<file path="config.mk">
export PLATFORM = sky130hd
export DESIGN_NAME = ahb_mem_slave_flat
export DESIGN_NICKNAME = d
export VERILOG_FILES = /design/src/rtl/ahb_mem_slave_if.sv /design/src/rtl/ahb_mem_slave.sv /design/src/flat_wrapper.sv
export SDC_FILE = /design/constraint.sdc
export NUM_CORES = 2
export LEC_CHECK = 0
export BUFFER_PORTS_ARGS = -buffer_cell sky130_fd_sc_hd__buf_4
export CAP_MARGIN = 25
export CELL_PAD_IN_SITES_DETAIL_PLACEMENT = 1
export CELL_PAD_IN_SITES_GLOBAL_PLACEMENT = 1
export CORE_ASPECT_RATIO = 1.5
export CORE_UTILIZATION = 59
export CTS_BUF_LIST = sky130_fd_sc_hd__clkbuf_8
export CTS_CLUSTER_DIAMETER = 40
export DETAILED_ROUTE_END_ITERATION = 8
export PLACE_DENSITY_LB_ADDON = 0.1
export SLEW_MARGIN = 20
export SYNTH_ARGS = -nofsm -noshare
export SYNTH_HDL_FRONTEND = slang
export SYNTH_SLANG_ARGS = --single-unit
</file>
<file path="constraint.sdc">
create_clock -name hclk -period 3.75 [get_ports hclk]
set_clock_uncertainty 0.1 [all_clocks]
set_input_delay 1.125 -clock hclk [delete_from_list [all_inputs] [get_ports hclk]]
set_output_delay 1.125 -clock hclk [all_outputs]
set_load 0.05 [all_outputs]
</file>
<file path="src/rtl/ahb_mem_slave_if.sv">
// rtl/ahb_mem_slave_if.sv - AHB bus signals between a master and the byte-memory slave
// Clock and reset are plain ports on the modules; only bus signals live here.
interface ahb_mem_slave_if;
  logic        hsel;
  logic [20:0] haddr;
  logic        hwrite;
  logic [1:0]  htrans;
  logic [7:0]  hwdata;
  logic [7:0]  hrdata;
  logic        hready;
  logic        hresp;

  modport master (
    output hsel, haddr, hwrite, htrans, hwdata,
    input  hrdata, hready, hresp
  );

  modport slave (
    input  hsel, haddr, hwrite, htrans, hwdata,
    output hrdata, hready, hresp
  );
endinterface

</file>
<file path="src/rtl/ahb_mem_slave.sv">
// rtl/ahb_mem_slave.sv - AHB slave over a byte-wide memory with two-cycle ERROR for out-of-range addresses
// Define AHB_SLAVE_WAIT_EN to insert WAIT_CYCLES wait states on every in-range transfer.
module ahb_mem_slave #(
  parameter int MEM_DEPTH   = 256,
  parameter int WAIT_CYCLES = 2
) (
  input  logic           hclk,
  input  logic           hreset,
  ahb_mem_slave_if.slave bus
);
  localparam int AW = (MEM_DEPTH > 1) ? $clog2(MEM_DEPTH) : 1;

  typedef enum logic [1:0] {
    ST_IDLE = 2'd0,
    ST_ERR1 = 2'd1,
    ST_ERR2 = 2'd2
`ifdef AHB_SLAVE_WAIT_EN
    , ST_WAIT = 2'd3
`endif
  } state_t;

  logic [7:0]    mem [0:MEM_DEPTH-1];
  state_t        state;
  state_t        state_nxt;
  logic          hready_q;
  logic          accept;
  logic          in_range;
  logic          commit;
  logic          wr_pend;
  logic [AW-1:0] wr_addr;
  logic [AW-1:0] addr_idx;
  logic [7:0]    rdata_q;
  logic          unused_htrans0;

  // hready doubles as the global ready this slave samples, so it is a pure function of state
  assign hready_q   = (state == ST_IDLE) || (state == ST_ERR2);
  assign bus.hready = hready_q;
  assign bus.hresp  = (state == ST_ERR1) || (state == ST_ERR2);
  assign bus.hrdata = rdata_q;

  assign accept         = bus.hsel && bus.htrans[1] && hready_q;
  assign in_range       = ({1'b0, bus.haddr} < 22'(MEM_DEPTH));
  assign addr_idx       = bus.haddr[AW-1:0];
  assign commit         = wr_pend && hready_q;
  assign unused_htrans0 = bus.htrans[0];

`ifdef AHB_SLAVE_WAIT_EN
  logic [3:0] wait_cnt;

  always_ff @(posedge hclk or posedge hreset) begin
    if (hreset) begin
      wait_cnt <= '0;
    end else if (accept && in_range) begin
      wait_cnt <= 4'(WAIT_CYCLES);
    end else if (state == ST_WAIT) begin
      wait_cnt <= wait_cnt - 4'd1;
    end
  end
`else
  localparam int unused_wait_cycles = WAIT_CYCLES;
`endif

  always_ff @(posedge hclk or posedge hreset) begin
    if (hreset) begin
      state <= ST_IDLE;
    end else begin
      state <= state_nxt;
    end
  end

  always_comb begin
    state_nxt = state;
    case (state)
      ST_IDLE, ST_ERR2: begin
        if (accept && !in_range) begin
          state_nxt = ST_ERR1;
        end else if (accept) begin
`ifdef AHB_SLAVE_WAIT_EN
          state_nxt = ST_WAIT;
`else
          state_nxt = ST_IDLE;
`endif
        end else begin
          state_nxt = ST_IDLE;
        end
      end
      ST_ERR1: state_nxt = ST_ERR2;
`ifdef AHB_SLAVE_WAIT_EN
      ST_WAIT: begin
        if (wait_cnt == 4'd1) begin
          state_nxt = ST_IDLE;
        end
      end
`endif
      default: state_nxt = ST_IDLE;
    endcase
  end

  // Address/control pipeline: only advances on edges where the previous data phase ends
  always_ff @(posedge hclk or posedge hreset) begin
    if (hreset) begin
      wr_pend <= 1'b0;
      wr_addr <= '0;
      rdata_q <= 8'h00;
    end else if (hready_q) begin
      wr_pend <= accept && in_range && bus.hwrite;
      if (accept) begin
        wr_addr <= addr_idx;
      end
      if (accept && in_range && !bus.hwrite) begin
        // A write committing on this same edge has not reached mem yet
        if (wr_pend && (wr_addr == addr_idx)) begin
          rdata_q <= bus.hwdata;
        end else begin
          rdata_q <= mem[addr_idx];
        end
      end
    end
  end

  always_ff @(posedge hclk) begin
    if (commit) begin
      mem[wr_addr] <= bus.hwdata;
    end
  end
endmodule

</file>
<file path="src/flat_wrapper.sv">
// flat-port wrapper written by rule: the top's interface ports become plain ports
module ahb_mem_slave_flat 
#(
  parameter int MEM_DEPTH   = 256,
  parameter int WAIT_CYCLES = 2
)
  (hclk, hreset, bus_hsel, bus_haddr, bus_hwrite, bus_htrans, bus_hwdata, bus_hrdata, bus_hready, bus_hresp);
  ahb_mem_slave_if bus_i ();
  input  logic hclk;
  input  logic hreset;
  input wire logic [$bits(bus_i.hsel)-1:0] bus_hsel;
  input wire logic [$bits(bus_i.haddr)-1:0] bus_haddr;
  input wire logic [$bits(bus_i.hwrite)-1:0] bus_hwrite;
  input wire logic [$bits(bus_i.htrans)-1:0] bus_htrans;
  input wire logic [$bits(bus_i.hwdata)-1:0] bus_hwdata;
  output wire logic [$bits(bus_i.hrdata)-1:0] bus_hrdata;
  output wire logic [$bits(bus_i.hready)-1:0] bus_hready;
  output wire logic [$bits(bus_i.hresp)-1:0] bus_hresp;
  assign bus_i.hsel = bus_hsel;
  assign bus_i.haddr = bus_haddr;
  assign bus_i.hwrite = bus_hwrite;
  assign bus_i.htrans = bus_htrans;
  assign bus_i.hwdata = bus_hwdata;
  assign bus_hrdata = bus_i.hrdata;
  assign bus_hready = bus_i.hready;
  assign bus_hresp = bus_i.hresp;
  ahb_mem_slave #(.MEM_DEPTH(MEM_DEPTH), .WAIT_CYCLES(WAIT_CYCLES)) u_core (.hclk(hclk), .hreset(hreset), .bus(bus_i));
endmodule
</file>
==> results.sh <==
export IMPL_fmax_mhz=272
export IMPL_synth_common_cells="2048 x edfxtp_1, 545 x mux4_2, 289 x nor2_1, 109 x nand2_1, 81 x clkbuf_1"
export IMPL_async_reset_ff_share_pct=0.919
export IMPL_crit_type="in -> reg"
export IMPL_grt_pass1_vias=45000
export IMPL_r2r_cells=8
export IMPL_holdBufCountCts=0
export IMPL_avgSynthCellArea_sq_um=21.7
export IMPL_die_w_microns=303
export IMPL_crit_required_ns=4.50
export IMPL_synth_edf_count=2048
export IMPL_ys_flop_type="edfxtp_1"
export IMPL_period_needed_ns=3.68
export IMPL_ys_seq_area_share_pct=77.1
export IMPL_drive_gt1_share_pct=32.7
export IMPL_holdCritPathClass="in -> async"
export IMPL_cts_setup_buffers=0
export IMPL_synth_area_top_cells="edfxtp_1 76%, mux4_2 15%, nor2_1 1.3%"
export IMPL_vias=41800
export IMPL_grt_ovfl_total=0
export IMPL_core_area_sq_mm=0.135
export IMPL_hold_viol=0
export IMPL_drt_vias_per_instance=6.62
export IMPL_h_tree_depth=5
export IMPL_ys_warn_count=0
export IMPL_post_synth_top_count_cell="edfxtp_1"
export IMPL_syn_nets=3744
export IMPL_gp_congestion=0.898
export IMPL_syn_inst=3706
export IMPL_clk_pin_slew_ns=0.06
export IMPL_fp_row_count=165
export IMPL_grt_first_pass_wirelength_microns=319000
export IMPL_first_iter_violations=4313
export IMPL_io_pins=45
export IMPL_startpoint_type="input pin"
export IMPL_whs_ns=0.217
export IMPL_switching_power_mw=10.2
export IMPL_cts_sinks=2067
export IMPL_setup_viol=0
export IMPL_synth_cell_types=63
export IMPL_fp_dieH_microns=454
export IMPL_dp_final_hpwl_microns=145000
export IMPL_switching_share_pct=22.5
export IMPL_comb_power_share_pct=5.9
export IMPL_yosysTopAreaCellShare_pct=76.5
export IMPL_ys_ff_latch=2067
export IMPL_vdd_drop_max_mv=0.547
export IMPL_fin_crit_sh_pct=98.1
export IMPL_cts_tree="built"
export IMPL_dr_pass1_iters=5
export IMPL_p_leak_nw=29.7
export IMPL_cts_resized=0
export IMPL_rsz0062_at_grt="false"
export IMPL_netlist_area_sq_mm=0.0804
export IMPL_wl_per_cell_microns=35.5
export IMPL_drc=0
export IMPL_cts_root_buf="clkbuf_8"
export IMPL_tightest_slew_ns=1.16
export IMPL_grt_start_max_net_pins=135
export IMPL_fillers=10700
export IMPL_io_buffers=43
export IMPL_tritoncts_num_buffers=312
export IMPL_crit_arrival_ns=4.43
export IMPL_internal_power_mw=35.4
export IMPL_syn_to_final_growth_pct=14.3
export IMPL_synth_largest_area_cell="edfxtp_1"
export IMPL_status="finished, final reports clean"
export IMPL_grt_total_usage_pct=33.4
export IMPL_pwr_share_clk_pct=38.2
export IMPL_powerDensity_mw_per_mm2=496
export IMPL_crit_fanout=22
export IMPL_cp_end_kind="flip-flop"
export IMPL_clockBufferDepth=4
export IMPL_clk_latency_ns=1.05
export IMPL_postRouteAntennaNets=0
export IMPL_pwr_share_seq_pct=55.9
export IMPL_wirelength_microns=224000
export IMPL_dieArea_sq_mm=0.138
export IMPL_slew_viol_final=0
export IMPL_antenna_found_initial=8
export IMPL_fin_nets=4380
export IMPL_power_total_mw=45.6
export IMPL_initial_utilization_pct=59.5
export IMPL_relSlewSlack_pct=22.6
export IMPL_maxCapViolations=0
==> path summary, 6_finish.rpt <==
path	slack (ns)	to	start
worst min-delay path	0.22	u_core.state[0]$_DFF_PP0_	hreset
worst min register to register	0.46	u_core.state[1]$_DFF_PP0_	u_core.state[0]$_DFF_PP0_
worst max register to register	0.29	u_core.bus.hrdata[5]$_DFFE_PP0P_	u_core.mem[99][5]$_DFFE_PP_
min in group hclk	0.27	u_core.wr_pend$_DFFE_PP0P_	bus_hwrite
max in group asynchronous	2.73	u_core.bus.hrdata[5]$_DFFE_PP0P_	hreset
worst max-delay path	0.07	u_core.bus.hrdata[5]$_DFFE_PP0P_	bus_haddr[0]
==> worst max-delay path: stages <==
cell	delay, ns
buf_8	0.28
buf_4	0.18
mux4_2	0.49
mux2i_1	0.45
o211ai_1	0.20
nor3_1	0.88
buf_4	0.26
nor2_1	0.05
o211ai_1	0.36
o21ai_1	0.14
==> state kept, by name, indices dropped and copies added (netlist names) <==
register and cells:
u_core.bus.hrdata 8, u_core.wr_addr 8, u_core.mem 2048, u_core.state 2, u_core.wr_pend 1
==> through the flow <==
step / instances / worst slack [ns] / TNS (ns) / utilization, % / area (sq um)
3_3_place_gp: 5780 / -1.13 / -4.55 / 63.8 / 86200
6_report: 6315 / 0.0698 / 0 / 68.1 / 91900
4_1_cts: 6311 / 0.181 / 0 / 68.0 / 91800
5_1_grt: 6314 / 0.159 / 0 / 68.0 / 91900
3_5_place_dp: 5780 / -0.884 / -4.43 / 63.8 / 86200
2_1_floorplan: 3706 / 0.264 / 0 / - / 80400
==> cell families (layout without fill, tap and decap cells) <==
group | after synthesis | in the layout | share of synthesized area (%)
AO/OA/AOI/OAI | 226 | 226 | 1.96
XOR/XNOR | 8 | 8 | 0.0871
adder cells (fa/ha/maj) | 3 | 3 | 0.0467
buffers and inverters | 235 | 1088 | 1.65
flip-flops | 2067 | 2067 | 77.1
multiplexers | 611 | 611 | 16.1
other | 0 | 3 | 0
AND/OR/NAND/NOR | 556 | 556 | 3.08
==> layout by cell type (no fill, tap or decap), types with 6 or more instances in the layout <==
| cell | n |
|---|---|
| a2111oi_0 | 14 |
| a211oi_1 | 23 |
| a21oi_1 | 27 |
| a22o_1 | 10 |
| a22oi_1 | 43 |
| a31oi_1 | 15 |
| and2_1 | 13 |
| buf_12 | 50 |
| buf_4 | 486 |
| bufinv_16 | 13 |
| clkbuf_8 | 334 |
| clkinv_1 | 73 |
| clkinv_2 | 26 |
| clkinvlp_4 | 11 |
| dfrtp_1 | 19 |
| edfxtp_1 | 2048 |
| inv_1 | 88 |
| mux2_2 | 8 |
| mux2i_1 | 58 |
| mux4_2 | 545 |
| nand2_1 | 109 |
| nand2b_1 | 8 |
| nand3_1 | 50 |
| nand4_1 | 21 |
| nor2_1 | 289 |
| nor2b_1 | 17 |
| nor4_1 | 7 |
| o211ai_1 | 13 |
| o21ai_0 | 23 |
| o22a_1 | 6 |
| o22ai_1 | 22 |
| xnor2_1 | 6 |
==> layer usage <==
| layer | vias to the layer above | wire (microns) | GRT usage (%) |
|---|---|---|---|
| met5 | - | 13 | 0 |
| met4 | 2 | 12500 | 17.4 |
| met3 | 541 | 17000 | 5.99 |
| met2 | 2339 | 118000 | 57.2 |
| met1 | 22200 | 76900 | 40.7 |
| li1 | 16800 | - | - |
==> power groups by stage <==
stage	Clock [mW]	Combinational [mW]	Sequential, mW
after floorplan	0	1.34	25.9
after global placement	0	2.55	26.0
after detailed placement	0	2.67	26.0
after CTS	17.7	2.69	25.5
after global routing	18.5	2.79	25.5
final	17.4	2.69	25.5
==> final cells by class <==
type                    count  area (sq um)  area share [%]
flip-flops and latches   2067         62000            67.5
multi-input cells        1404         17200            18.7
repair buffers            548          4830            5.26
clock buffers             326          4490            4.88
well taps                1753          2190            2.39
clock inverters           205          1190            1.30
inverters                   9          33.8          0.0368
diodes                      3          7.51         0.00817
No activity file was read; power rests on OpenSTA's default activity.
